[config.mk]
export PLATFORM = sky130hd
export DESIGN_NAME = uart_rx_stream
export DESIGN_NICKNAME = d
export VERILOG_FILES = /design/src/rtl/uart_rx_stream.sv
export SDC_FILE = /design/constraint.sdc
export NUM_CORES = 1
export LEC_CHECK = 0
export CORE_ASPECT_RATIO = 0.9
export CORE_MARGIN = 8
export CORE_UTILIZATION = 40
export DETAILED_ROUTE_END_ITERATION = 16
export GPL_ROUTABILITY_DRIVEN = 0
export HOLD_SLACK_MARGIN = 0.1
export PLACE_DENSITY_LB_ADDON = 0.1
export SLEW_MARGIN = 10
export SYNTH_ARGS = -nofsm -noshare
export SYNTH_HDL_FRONTEND = slang
export SYNTH_SLANG_ARGS = --single-unit
[constraint.sdc]
create_clock -name clk -period 3.5 [get_ports clk]
set_input_delay 0.525 -clock clk [delete_from_list [all_inputs] [get_ports clk]]
set_output_delay 0.525 -clock clk [all_outputs]
set_load 0.02 [all_outputs]
[src/rtl/uart_rx_stream.sv]
// UART 8N1 receiver with glitch-rejecting start detect and a small
// first-word-fall-through FIFO on the valid/ready byte output.
module uart_rx_stream #(
    parameter int CLKS_PER_BIT = 104,
    parameter int FIFO_DEPTH   = 4
) (
    input  logic                          clk,
    input  logic                          rst_n,
    input  logic                          rx_pin,
    output logic [7:0]                    rx_data,
    output logic                          rx_valid,
    input  logic                          rx_ready,
    output logic                          frame_err,
    output logic                          overrun,
    output logic [$clog2(FIFO_DEPTH):0]   fifo_level
);

    localparam int AW = $clog2(FIFO_DEPTH);
    localparam int LW = AW + 1;
    localparam logic [15:0] HALF_M1 = 16'(CLKS_PER_BIT / 2 - 1);
    localparam logic [15:0] FULL_M1 = 16'(CLKS_PER_BIT - 1);
    localparam logic [LW-1:0] DEPTH = LW'(FIFO_DEPTH);

    typedef enum logic [2:0] {
        IDLE,
        START,
        DATA,
        STOP,
        BRK
    } state_t;

    state_t          state_q, state_d;
    logic            sync1_q, sync2_q;
    logic [15:0]     cnt_q, cnt_d;
    logic [2:0]      bit_q, bit_d;
    logic [7:0]      shift_q, shift_d;
    logic            push_req;
    logic            ferr_d, frame_err_q;
    logic            ovr_d, overrun_q;

    logic [7:0]      mem_q [FIFO_DEPTH];
    logic [AW-1:0]   wr_ptr_q, wr_ptr_d;
    logic [AW-1:0]   rd_ptr_q, rd_ptr_d;
    logic [LW-1:0]   level_q, level_d;
    logic            pop;
    logic            full;
    logic            push_ok;
    logic            rx_s;

    assign rx_s = sync2_q;

    // Two-flop synchroniser; idles high so reset looks like an idle line.
    always_ff @(posedge clk or negedge rst_n) begin
        if (!rst_n) begin
            sync1_q <= 1'b1;
            sync2_q <= 1'b1;
        end else begin
            sync1_q <= rx_pin;
            sync2_q <= sync1_q;
        end
    end

    // Frame FSM state, baud counter, bit index and shift register.
    always_ff @(posedge clk or negedge rst_n) begin
        if (!rst_n) begin
            state_q     <= IDLE;
            cnt_q       <= '0;
            bit_q       <= '0;
            shift_q     <= '0;
            frame_err_q <= 1'b0;
            overrun_q   <= 1'b0;
        end else begin
            state_q     <= state_d;
            cnt_q       <= cnt_d;
            bit_q       <= bit_d;
            shift_q     <= shift_d;
            frame_err_q <= ferr_d;
            overrun_q   <= ovr_d;
        end
    end

    // Next-state logic: mid-bit sampling, counter cleared on every transition.
    always_comb begin
        state_d  = state_q;
        cnt_d    = cnt_q + 16'd1;
        bit_d    = bit_q;
        shift_d  = shift_q;
        push_req = 1'b0;
        ferr_d   = 1'b0;
        unique case (state_q)
            IDLE: begin
                cnt_d = '0;
                if (!rx_s) begin
                    state_d = START;
                end
            end
            START: begin
                if (cnt_q == HALF_M1) begin
                    cnt_d   = '0;
                    bit_d   = '0;
                    state_d = rx_s ? IDLE : DATA;
                end
            end
            DATA: begin
                if (cnt_q == FULL_M1) begin
                    cnt_d   = '0;
                    shift_d = {rx_s, shift_q[7:1]};
                    if (bit_q == 3'd7) begin
                        state_d = STOP;
                    end else begin
                        bit_d = bit_q + 3'd1;
                    end
                end
            end
            STOP: begin
                if (cnt_q == FULL_M1) begin
                    cnt_d = '0;
                    if (rx_s) begin
                        push_req = 1'b1;
                        state_d  = IDLE;
                    end else begin
                        ferr_d  = 1'b1;
                        state_d = BRK;
                    end
                end
            end
            BRK: begin
                cnt_d = '0;
                if (rx_s) begin
                    state_d = IDLE;
                end
            end
            default: begin
                cnt_d   = '0;
                state_d = IDLE;
            end
        endcase
    end

    assign full    = (level_q == DEPTH);
    assign pop     = rx_valid && rx_ready;
    assign push_ok = push_req && (!full || pop);

    // FIFO pointer and level update; a push into a full FIFO needs a same-cycle pop.
    always_comb begin
        ovr_d    = push_req && full && !pop;
        wr_ptr_d = push_ok ? wr_ptr_q + AW'(1) : wr_ptr_q;
        rd_ptr_d = pop ? rd_ptr_q + AW'(1) : rd_ptr_q;
        level_d  = level_q + LW'(push_ok) - LW'(pop);
    end

    // FIFO storage and pointers.
    always_ff @(posedge clk or negedge rst_n) begin
        if (!rst_n) begin
            for (int i = 0; i < FIFO_DEPTH; i++) begin
                mem_q[i] <= '0;
            end
            wr_ptr_q <= '0;
            rd_ptr_q <= '0;
            level_q  <= '0;
        end else begin
            if (push_ok) begin
                mem_q[wr_ptr_q] <= shift_q;
            end
            wr_ptr_q <= wr_ptr_d;
            rd_ptr_q <= rd_ptr_d;
            level_q  <= level_d;
        end
    end

    assign rx_valid   = (level_q != '0);
    assign rx_data    = rx_valid ? mem_q[rd_ptr_q] : 8'h00;
    assign fifo_level = level_q;
    assign frame_err  = frame_err_q;
    assign overrun    = overrun_q;

endmodule

==> Word-level counts from Yosys, hierarchy flattened <==
Cells that the tools add are included.
{ "op_classes": {"bitwise": 2, "add_sub_neg": 6, "magnitude_cmp": 3, "n_mux": 29, "n_reduce_logical": 15, "eq_ne": 15} }
{ "op_table": {"columns": ["cell", "count"], "rows": [
  ["32-bit bitwise mux", 1],
  ["16-bit 2-to-1 mux", 2],
  ["8-bit 2-to-1 mux", 4],
  ["16-bit one-hot mux with 2 select lines", 1],
  ["3-bit 2-to-1 mux", 10],
  ["16-bit by 1-bit adder with 16-bit output, second input constant", 1],
  ["8-bit binary-select mux with 2-bit select", 1],
  ["8-bit demux with 2-bit select", 1],
  ["16-bit by 6-bit == test with 1-bit output, second input constant", 1],
  ["16-bit by 7-bit == test with 1-bit output, second input constant", 1],
  ["3-bit one-hot mux with 5 select lines", 1],
  ["2-bit inequality test, second input constant", 7],
  ["3-bit == test, second input constant", 3],
  ["3-bit by 2-bit == test with 1-bit output, second input constant", 2],
  ["3-bit greater-or-equal comparator, second input constant", 2],
  ["1-bit 2-to-1 mux", 6],
  ["2-bit NOT with 3-bit output", 2],
  ["3-bit one-hot mux with 2 select lines", 1],
  ["6-bit AND reduction", 1],
  ["1-bit logical AND", 5],
  ["2-bit by 1-bit adder with 2-bit output, second input constant", 2],
  ["4-bit AND reduction", 1],
  ["3-bit by 1-bit adder with 3-bit output", 1],
  ["3-bit by 1-bit adder with 3-bit output, second input constant", 1],
  ["other kinds (11)", 12]
]} }
{ "word_totals": {"reg_bits": 73, "input_bits": 4} }

==> Logic depth before layout (Yosys ltp) <==
Gate-level depths: netlist (run 1).
{ "depth": {"word_depth": 6, "depth_mapped": 10, "mapped_depth_nobuf": 10} }

==> Least setup slack after synthesis (run 1) <==
OpenSTA, ideal clock, no wires.
{ "synth_path": {"path_kind": "reg-to-reg", "start": "register cnt_q[0]", "end": "register level_q[2] (netlist: fifo_level[2])", "required_ns": 3.370, "synth_period_minus_slack_ns": 2.721, "arrival_ns": 2.592, "path_slack_ns": 0.779, "n_path_buf": 0, "setup_time_ns": 0.130, "path_stages_with_launch": 11, "cell_sequence": "dfrtp_1 ha_1 nor3b_2 nand2_1 or3_1 ha_1 inv_1 ha_1 fa_1 xor2_1 xnor2_1"} }
{ "synth_between": {"elab_chain_cells": 6} }
{ "synth_lines": {"columns": ["element", "line_no", "source"], "rows": [
  ["start, declared", "34", "logic [15:0] cnt_q, cnt_d;"],
  ["start signal, assigned", "74", "cnt_q <= cnt_d;"],
  ["16-bit by 7-bit == test with 1-bit output", "116", "if (cnt_q == FULL_M1) begin"],
  ["1-bit 2-to-1 mux", "116", null],
  ["1-bit 2-to-1 mux", "90", "unique case (state_q)"],
  ["1-bit logical AND", "142", "assign push_ok = push_req && (!full || pop);"],
  ["3-bit by 1-bit adder with 3-bit output", "149", "level_d = level_q + LW'(push_ok) - LW'(pop);"],
  ["3-bit by 1-bit subtractor with 3-bit output", "149", null],
  ["named net level_d[2]", "44", "logic [LW-1:0] level_q, level_d;"],
  ["end signal, assigned", "167", "level_q <= level_d;"],
  ["end, declared", "44", null]
]} }
The timed path passes the listed nets, and every way through them passes these cells.
A chain may end at the register's enable or synchronous reset.

==> Worst setup path in the final report (run 1) <==
{ "layout_path": {"start": "register rd_ptr_q[0]", "end": "output port rx_data[6]"} }
{ "layout_between": {"elab_chain_cells": 5} }
{ "layout_lines": {"columns": ["element", "line_no", "source"], "rows": [
  ["start, declared", "43", "logic [AW-1:0] rd_ptr_q, rd_ptr_d;"],
  ["start signal, assigned", "166", "rd_ptr_q <= rd_ptr_d;"],
  ["2-bit NOT with 3-bit output (not written as such)", "172", "assign rx_data = rx_valid ? mem_q[rd_ptr_q] : 8'h00;"],
  ["8-bit binary-select mux with 2-bit select", "172", null],
  ["8-bit 2-to-1 mux (not written as such) (2 in a row)", "172", null],
  ["8-bit 2-to-1 mux", "172", null],
  ["end, declared", "10", "output logic [7:0] rx_data,"]
]} }
No other way between the ends. The select of a mux whose other input is x is not followed.

==> reports/qor.csv, run 1 <==
metric;value;unit
core-area;8610;um^2
viasPerCell;4.98;
maxSlewViolCount;0;
maxCapViolations;0;
place_hpwl;4290;um
outcome;completed;
cts_tree;done;
gr-usage-all-layers;12.1;%
drtIter0Drc;93;
start_kind;flop;
synth-seq-area-share;51.6;%
multi_input_area;1630;um^2
vias;2047;
clock_path_buffers;2;
post_cts_buffers;0;
cts_max_level;3;
synthArstFlopShare;100;%
grt_max_degree;42;
io_buffers;17;
worst_slew_pin_slew;0.786;ns
fillers;779;
drive_above_1_share;26.7;%
ir_drop;0.344;mV
cts_num_sinks;73;
yosys_register_bits;73;
slowest_delay;0.76;ns
ff2ff_setup_slack;0.68;ns
power.density;458;nW/um^2
rsz0062_at_grt;no;
die_w;115;um
setup_viol;0;
layout.nets;301;
final_cells;411;
regArea;1830;um^2
clock_latency;0.35;ns
cts_inserted_buffers;9;
hold_violations;0;
worstPathRequired;2.97;ns
die_y;105;um
rows;32;
grt_pass1_wl;11200;um
synthCells;264;
synth_fp_nets;278;
area_growth;14.2;%
synth.avg_cell_area;13.4;um^2
clock_skew;0.0114;ns
min_path_type;in2async;
root_buffer;clkbuf_8;
max_slew_margin;47.6;%
critical_path_class;reg2out;
die_area;12100;um^2
worst_path_max_delay_cell;dfrtp_1;
synth-main-ff-cell;dfrtp_1;
yosys_warnings;0;
placedCellCount;395;
routedWlPerCell;15.7;um
cp_max_fo;10;
crit_path_end_kind;primary output;
ios;18;
mappedNetlistArea;3540;um^2
max_freq;342;MHz
antennaDiodeCount;0;
synth_cell_types;44;
yosysTopAreaCell;dfrtp_1;
yosys-top-cells-area;dfrtp_1 (50%), mux2_2 (9.2%), mux4_2 (5.1%);
ctsResizeCount;0;
grt_pass1_vias;2047;
final_antenna_net_count;0;
antenna_found_initial;0;
gr-total-overflow;0;
fin_crit_sh;83.6;%
routed_wl;6450;um
clk_pin_slew;0.08;ns
synth_edf_count;0;
first_pass_iters;4;
totalPowerFinal;1850;uW
reg2reg_depth;11;
drc;0;
final_core_util;47.0;%
finalSetupTns;0;ns
postCtsHoldBufs;0;
power.leakage;0.00194;uW
path_cells;mux4_2 -> and2_1 -> clkdlybuf4s50_1;
initial_core_util;41.2;%
finalCriticalPeriod;2.93;ns
arrival;2.40;ns
synth_top_area_share;50.1;%
holdWs;0.254;ns
[cell type report]
type / count / area share (%)
Sequential cell: 73 / 45.2
Multi-Input combinational cell: 171 / 40.3
Timing Repair Buffer: 19 / 4.76
Tap cell: 119 / 3.68
Clock buffer: 12 / 3.59
Clock inverter: 4 / 1.30
Inverter: 13 / 1.21
[cells in the final DEF, fill, tap and decap left out, drive strengths merged, types with 2 or more instances in the layout]
master / synthesis / final
nand2: 7 / 7
mux4: 8 / 8
inv: 13 / 13
mux2: 41 / 41
or3: 6 / 6
clkinv: 0 / 3
nand3: 4 / 4
xor2: 13 / 13
ha: 9 / 9
nor3b: 2 / 2
nor2b: 2 / 2
nor4: 3 / 3
nand2b: 2 / 2
a21oi: 4 / 4
nor3: 6 / 6
buf: 3 / 3
dfstp: 2 / 2
o21ai: 6 / 6
mux2i: 3 / 3
and2: 10 / 10
xnor2: 5 / 5
clkdlybuf4s50: 0 / 16
clkbuf: 4 / 12
and4: 3 / 3
nand4: 10 / 10
nor2: 16 / 16
dfrtp: 71 / 71
[synthesized netlist by cell type (all sizes together), types with 4 or more instances]
library cell and n:
and2 10, nor2 16, a21oi 4, dfrtp 71
mux2 41, xnor2 5, nor3 6, o21ai 6
xor2 13, nand2 7, nand3 4, nand4 10
clkbuf 4, inv 13, ha 9, mux4 8
or3 6
[worst max-delay path, delay by kind of cell, from the launching register on]
kind / cells / cell delay, ns
flops: 1 / 0.76
mux: 1 / 0.59
buf+inv: 1 / 0.53
simple gates: 1 / 0.17
[worst paths after layout]
check	from	end
max	rd_ptr_q[0]	rx_data[6]
min	rst_n	cnt_q[9]
max reg2reg	cnt_q[0]	fifo_level[2]
min reg2reg	sync1_q	rx_s
max in group asynchronous	rst_n	sync1_q
min in group clk	sync1_q	rx_s
[cells by family after synthesis]
group / Yosys count / share of synthesized area [%]
xor gates and xnor gates: 18 / 4.45
muxes: 52 / 19.8
DFF: 73 / 51.6
and+or+nand+nor: 77 / 15.6
buffers and inverters: 20 / 2.40
AOI/OAI and AO/OA: 14 / 2.40
adders and majority gates: 10 / 3.74
[stage by stage]
stage	instance area, um^2	setup slack [ns]
5_1_grt	4050	0.403
3_5_place_dp	3850	0.397
2_1_floorplan	3540	0.779
4_1_cts	4050	0.503
3_3_place_gp	3850	0.441
6_report	4050	0.572
[metal layers]
metal,track usage [%],wire [um],part of all wire (%)
met4,4.78,94,1.5
met5,0,0,0
met2,15.8,2650,41
met3,3.94,258,4.0
met1,17.7,3450,53
[power breakdown]
part | internal [uW] | total, uW | switching (uW)
sequential | 877 | 962 | 85.2
combinational | 121 | 228 | 107
clock | 351 | 662 | 312
[registers in the layout, indices dropped and copies added, names as in the netlist]
name / cells
cnt_q: 16
sync1_q: 1
shift_q: 8
wr_ptr_q: 2
overrun: 1
fifo_level: 3
state_q: 3
mem_q: 32
bit_q: 3
frame_err: 1
rd_ptr_q: 2
rx_s: 1
(Power assumes the default switching activity.)
==> run 2: changes to the inputs <==
==> constraint.sdc (replaced) <==
create_clock -name clk -period 2.3 [get_ports clk]
set_input_delay 0.345 -clock clk [delete_from_list [all_inputs] [get_ports clk]]
set_output_delay 0.345 -clock clk [all_outputs]
set_load 0.02 [all_outputs]
==> run 2 against run 1 <==
  * The flow now finishes with violations (setup timing)
  * Via count increased by 7.3%
  * Critical path depth increased by 6
  * Flip-flop and latch count unchanged
  * Sequential power increased by 43%
  * Wire length increased by 6.6%
  * Combinational power increased to 2.7 times the previous value
  * Clock skew decreased by 0.0038 ns
  * Sequential share of layout area decreased by 4.4 points
  * Die area unchanged
  * Clock power increased by 72%
  * Final area increased by 11%
  * Critical path type is now reg2reg
  * Critical endpoint is now fifo_level[2]
  * Largest cell class unchanged
  * Largest power group unchanged
==> reports/qor.csv, run 2 (synthesized netlist as in run 1, its figures left out) <==
metric;value;unit;change
drive_above_1_share;39.9;%;was 26.7%
worstPathRequired;2.53;ns;was 2.97 ns
drtIter0Drc;62;;was 93
cts_inserted_buffers;9;;unchanged
clock_skew;0.00754;ns;was 0.0114 ns
path_cells;nor4_4 -> nand4_1 -> or3_4 -> ha_4 -> inv_2 -> ha_4 -> fa_2 -> xor2_2 -> xnor2_1;;was mux4_2 -> and2_1 -> clkdlybuf4s50_1
routedWlPerCell;15.1;um;was 15.7 um
ios;18;;unchanged
worst_slew_pin_slew;0.680;ns;was 0.786 ns
final_antenna_net_count;0;;unchanged
cts_tree;done;;unchanged
largest_register_ffs;32;;unchanged
fin_crit_sh;108;%;
gr-usage-all-layers;12.6;%;was 12.1%
die_y;105;um;unchanged
first_pass_iters;4;;unchanged
top_register;mem_q;;unchanged
critical_path_class;reg2reg;;was reg2out
die_area;12100;um^2;unchanged
viasPerCell;4.83;;was 4.98
slowest_delay;0.42;ns;was 0.76 ns
holdWs;0.362;ns;was 0.254 ns
min_path_type;reg2reg;;was in2async
final_cell_mix;dfrtp_1 (71), buf_4 (40), mux2_2 (29);;was dfrtp_1 (71), mux2_2 (29), nor2_1 (16), clkdlybuf4s50_1 (16)
grt_pass1_vias;2352;;was 2,047
reg_top3;mem_q: 32 flops, cnt_q: 16 flops, shift_q: 8 flops;;unchanged
arrival;2.72;ns;was 2.40 ns
die_w;115;um;unchanged
start_kind;flop;;unchanged
worst_path_max_delay_cell;dfrtp_1;;unchanged
setup_viol;2;;was 0
cts_num_sinks;73;;unchanged
finalCriticalPeriod;2.49;ns;
outcome;complete, but fails checks;;was completed
layout.nets;345;;was 301
rsz0062_at_grt;yes;;was no
power.leakage;0.00219;uW;was 0.00194 uW
crit_top_cell;ha_4;;
max_slew_margin;54.6;%;was 47.6%
cts_max_level;3;;unchanged
final_common_cell;dfrtp_1;;unchanged
setup_ws;-0.190;ns;was 0.572 ns
antenna_found_initial;0;;unchanged
io_buffers;17;;unchanged
area_growth;26.6;%;was 14.2%
clock_path_buffers;2;;unchanged
violations;setup timing;;
routed_wl;6880;um;was 6450 um
clock_latency;0.34;ns;was 0.35 ns
hold_violations;0;;unchanged
antennaDiodeCount;0;;unchanged
clk_pin_slew;0.08;ns;about the same
cp_max_fo;2;;was 10
root_buffer;clkbuf_8;;unchanged
maxCapViolations;0;;unchanged
drc;0;;unchanged
grt_pass1_wl;12000;um;was 11,200 um
hold_depth;0;;
initial_core_util;41.2;%;unchanged
power.density;696;nW/um^2;was 458 nW/um^2
core-area;8610;um^2;unchanged
max_freq;402;MHz;
rows;32;;unchanged
fillers;771;;was 779
grt_max_degree;47;;was 42
dpl_cell_area;4250;um^2;was 3850 um^2
maxSlewViolCount;0;;unchanged
vias;2196;;was 2,047
crit_path_end_kind;flop;;was primary output
ir_drop;0.769;mV;was 0.344 mV
reg2reg_depth;9;;was 11
place_hpwl;4790;um;was 4290 um
gr-total-overflow;0;;unchanged
design_area;4490;um^2;was 4050 um^2
-- run 2: path summary, 6_finish.rpt --
kind,to,start,slack (ns)
worst max-delay path,fifo_level[2],cnt_q[12],-0.19
worst min-delay path,rx_s,sync1_q,0.36
worst max register to register,fifo_level[2],cnt_q[12],-0.19
worst min register to register,rx_s,sync1_q,0.36
max in group asynchronous,mem_q[1],rst_n,1.04
min in group asynchronous,cnt_q[13],rst_n,0.59
-- run 2: final cells by class --
cell class	count	area [um^2]	area share, %
flip-flops and latches	73	1830	40.8
multi-input cells	171	1680	37.4
repair buffers	63	554	12.4
well taps	119	149	3.32
clock buffers	10	138	3.07
clock inverters	6	90.1	2.01
inverters	13	48.8	1.09
-- run 2: through the flow --
stage	setup TNS, ns	power (uW)	worst slack (ns)	utilization, %	std cells
after global placement	-1.90	2010	-0.392	49.3	436
final	-0.221	3120	-0.190	52.1	455
after CTS	-0.237	3180	-0.200	52.1	454
after floorplan	-0.410	1700	-0.291	-	264
after detailed placement	-2.91	2010	-0.451	49.3	436
after global routing	-0.609	3280	-0.305	52.1	455
-- run 2: critical path: cells and delay by family, from the launching register on --
kind	cells	cell delay, ns
flip-flops	1	0.42
XOR/XNOR	2	0.28
adder cells (fa/ha/maj)	3	0.76
buffers and inverters	1	0.03
AND/OR/NAND/NOR	3	0.88
-- run 2: report_power, final --
| group | switching (uW) | leakage [uW] | internal, uW | total [uW] |
|---|---|---|---|---|
| sequential | 45.0 | 0.000987 | 1340 | 1380 |
| combinational | 286 | 0.00109 | 320 | 606 |
| clock | 494 | 0.000113 | 644 | 1140 |
-- run 2: repair_timing --
item / 4_1_cts / 5_1_grt
pin swaps: 0 / 6
endpoints found under the setup margin: 11 / 10
hold buffers: 1 / 0
gates resized for setup: 9 / 13
buffers inserted: 1 / 1
cloned: 0 / 0
endpoints found under the hold margin: 25 / 0
-- run 2: metal layers --
metal / share of wire (%) / global-route usage [%]
met4: 1.5 / 4.50
met1: 51 / 17.4
met3: 2.9 / 3.25
met5: 0 / 0
met2: 45 / 18.6
==> run 3: changes to the inputs <==
--- a/config.mk
+++ b/config.mk
@@ -11,7 +11,6 @@
 export DETAILED_ROUTE_END_ITERATION = 16
 export GPL_ROUTABILITY_DRIVEN = 0
 export HOLD_SLACK_MARGIN = 0.1
-export PLACE_DENSITY_LB_ADDON = 0.1
 export SLEW_MARGIN = 10
 export SYNTH_ARGS = -nofsm -noshare
 export SYNTH_HDL_FRONTEND = slang
==> run 3 against run 2 <==
  * The run still ends with setup timing left
  * Register-to-register slack better by 0.06 ns
  * Core utilization is the same
  * Hold slack got worse by 0.0035 ns
  * Clock power is 8% lower
  * Power is 5.5% lower
  * Via count increased by 2.3%
  * Combinational power fell by 15%
  * Final area did not move
  * Sequential share of layout area unchanged
  * Global-route usage down 0.62 points
  * Critical path depth increased by 1
  * Largest power group unchanged
  * Highest routed layer unchanged
==> reports/qor.csv, run 3 (synthesized netlist as in run 1, its figures left out) <==
metric;value;unit;change
ff2ff_setup_slack;-0.13;ns;was -0.19 ns
timing.rr.start;cnt_q[1];;was cnt_q[12]
core-area;8610;um^2;unchanged
vias;2247;;was 2,196
gr-usage-all-layers;12.0;%;was 12.6%
grt_max_degree;41;;was 47
antennaDiodeCount;0;;unchanged
sw_frac_of_total;28.1;%;was 26.4%
worst_slew_pin_slew;0.534;ns;was 0.680 ns
top_register;mem_q;;unchanged
first_pass_iters;4;;unchanged
hold_depth;0;;unchanged
final_cells;460;;was 455
hold_end;rx_s;;unchanged
finalSetupTns;-0.133;ns;was -0.221 ns
final_antenna_net_count;0;;unchanged
setup_ws;-0.133;ns;was -0.190 ns
crit_top_cell;ha_4;;unchanged
rsz0062_at_grt;yes;;unchanged
die_y;105;um;unchanged
grt_pass1_vias;2370;;was 2,352
totalPowerFinal;2950;uW;was 3120 uW
worst_path_max_delay_cell;or3_4;;was dfrtp_1
drtIter0Drc;63;;was 62
final_cell_mix;dfrtp_1 (71), buf_4 (48), mux2_2 (29);;was dfrtp_1 (71), buf_4 (40), mux2_2 (29)
power.internal;2120;uW;was 2300 uW
crit_path_end_kind;flop;;unchanged
r2r-end;fifo_level[2];;unchanged
hold_violations;0;;unchanged
critical_path_class;reg2reg;;unchanged
start_kind;flop;;unchanged
ios;18;;unchanged
min_path_type;reg2reg;;unchanged
viasPerCell;4.88;;was 4.83
final_common_cell;dfrtp_1;;unchanged
drc;0;;unchanged
rows;32;;unchanged
path_cells;ha_2 -> nor3b_4 -> nand2_1 -> or3_4 -> ha_4 -> inv_2 -> ha_4 -> fa_2 -> xor2_1 -> xnor2_1;;was nor4_4 -> nand4_1 -> or3_4 -> ha_4 -> inv_2 -> ha_4 -> fa_2 -> xor2_2 -> xnor2_1
p_switching;831;uW;was 825 uW
io_buffers;17;;unchanged
pwr-share-comb;17.5;%;was 19.4%
die_area;12100;um^2;unchanged
cp_max_fo;2;;unchanged
reg2reg_depth;10;;was 9
outcome;complete, but fails checks;;unchanged
violations;setup timing;;unchanged
ir_drop;0.290;mV;was 0.769 mV
placedCellCount;438;;was 436
clkPwrFrac;35.4;%;was 36.4%
clk_pin_slew;0.08;ns;about the same
slowest_delay;0.41;ns;was 0.42 ns
seq_power_share;47.1;%;was 44.2%
arrival;2.67;ns;was 2.72 ns
initial_core_util;41.2;%;unchanged
max_freq;411;MHz;was 402 MHz
max_slew_margin;64.4;%;was 54.6%
die_w;115;um;unchanged
root_buffer;clkbuf_8;;unchanged
cts_num_sinks;73;;unchanged
clock_skew;0.0132;ns;was 0.00754 ns
holdWs;0.359;ns;was 0.362 ns
largest_register_ffs;32;;unchanged
routed_wl;6450;um;was 6880 um
power.leakage;0.00221;uW;was 0.00219 uW
maxSlewViolCount;0;;unchanged
layout.nets;350;;was 345
drive_above_1_share;39.3;%;was 39.9%
grt_pass1_wl;11500;um;was 12,000 um
gr-total-overflow;0;;unchanged
finalCriticalPeriod;2.43;ns;was 2.49 ns
worstPathRequired;2.53;ns;about the same
setup_viol;1;;was 2
cts_inserted_buffers;9;;unchanged
routedWlPerCell;14.0;um;was 15.1 um
hp-start;sync1_q;;unchanged
power.density;658;nW/um^2;was 696 nW/um^2
area_growth;26.6;%;unchanged
cts_max_level;3;;unchanged
fin_crit_sh;106;%;was 108%
reg_top3;mem_q: 32 flops, cnt_q: 16 flops, shift_q: 8 flops;;unchanged
cts_tree;done;;unchanged
antenna_found_initial;0;;unchanged
clock_latency;0.35;ns;was 0.34 ns
maxCapViolations;0;;unchanged
clock_path_buffers;2;;unchanged
place_hpwl;4690;um;was 4790 um
run 3: how the worst max path moves through the flow:
stage,slack [ns],startpoint,endpoint,depth (start not counted)
2_1_floorplan,-0.29,cnt_q[14],fifo_level[2],9
3_3_place_gp,-0.39,rx_ready,fifo_level[2],10
3_5_place_dp,-0.43,rx_ready,fifo_level[2],10
4_1_cts,-0.16,cnt_q[0],fifo_level[2],10
5_1_grt,-0.24,cnt_q[0],fifo_level[2],10
6_report,-0.13,cnt_q[1],fifo_level[2],10
run 3: worst max-delay path, delay by kind of cell, from the launching register on:
kind                       cells  cell delay (ns)
and+or+nand+nor                3             0.71
adders and majority gates      4             0.92
xor gates and xnor gates       2             0.29
DFF                            1             0.36
buffers and inverters          1             0.03
run 3: power by group through the flow:
stage                     clock network [uW]  logic [uW]  registers, uW
after floorplan                            0         269           1430
after global placement                     0         525           1420
after detailed placement                   0         537           1420
after CTS                               1080         533           1390
after global routing                    1150         576           1400
final                                   1050         516           1390
run 3: metal layers:
| layer | vias to the layer above | wire length, um | global-route usage (%) |
|---|---|---|---|
| met5 | - | 0 | 0 |
| met4 | 0 | 44 | 3.66 |
| met3 | 7 | 217 | 3.82 |
| met2 | 19 | 3250 | 19.6 |
| met1 | 1134 | 2940 | 14.7 |
| li1 | 1087 | - | - |
run 3: metrics by stage:
step / setup slack [ns] / utilization, % / instance area, um^2
after floorplan: -0.291 / - / 3580
after global placement: -0.388 / 49.1 / 4230
after detailed placement: -0.433 / 49.1 / 4230
after CTS: -0.155 / 51.8 / 4460
after global routing: -0.241 / 52.1 / 4490
final: -0.133 / 52.1 / 4490
run 3: layout make-up:
class                      count  area, um^2
multi-input combinational    171        1670
clock inverter                 7        82.6
tap                          119         149
timing repair buffer          68         583
inverter                      13        48.8
clock buffer                   9         124
fill                         770        4120
sequential                    73        1830
run 3: timing repair:
| item | 4_1_cts | 5_1_grt |
|---|---|---|
| resized for setup | 9 | 3 |
| endpoints found under the hold margin | 37 | 0 |
| setup endpoints to repair | 11 | 13 |
| hold buffers | 1 | 0 |
| pin swaps | 8 | 3 |
| buffers inserted | 3 | 2 |
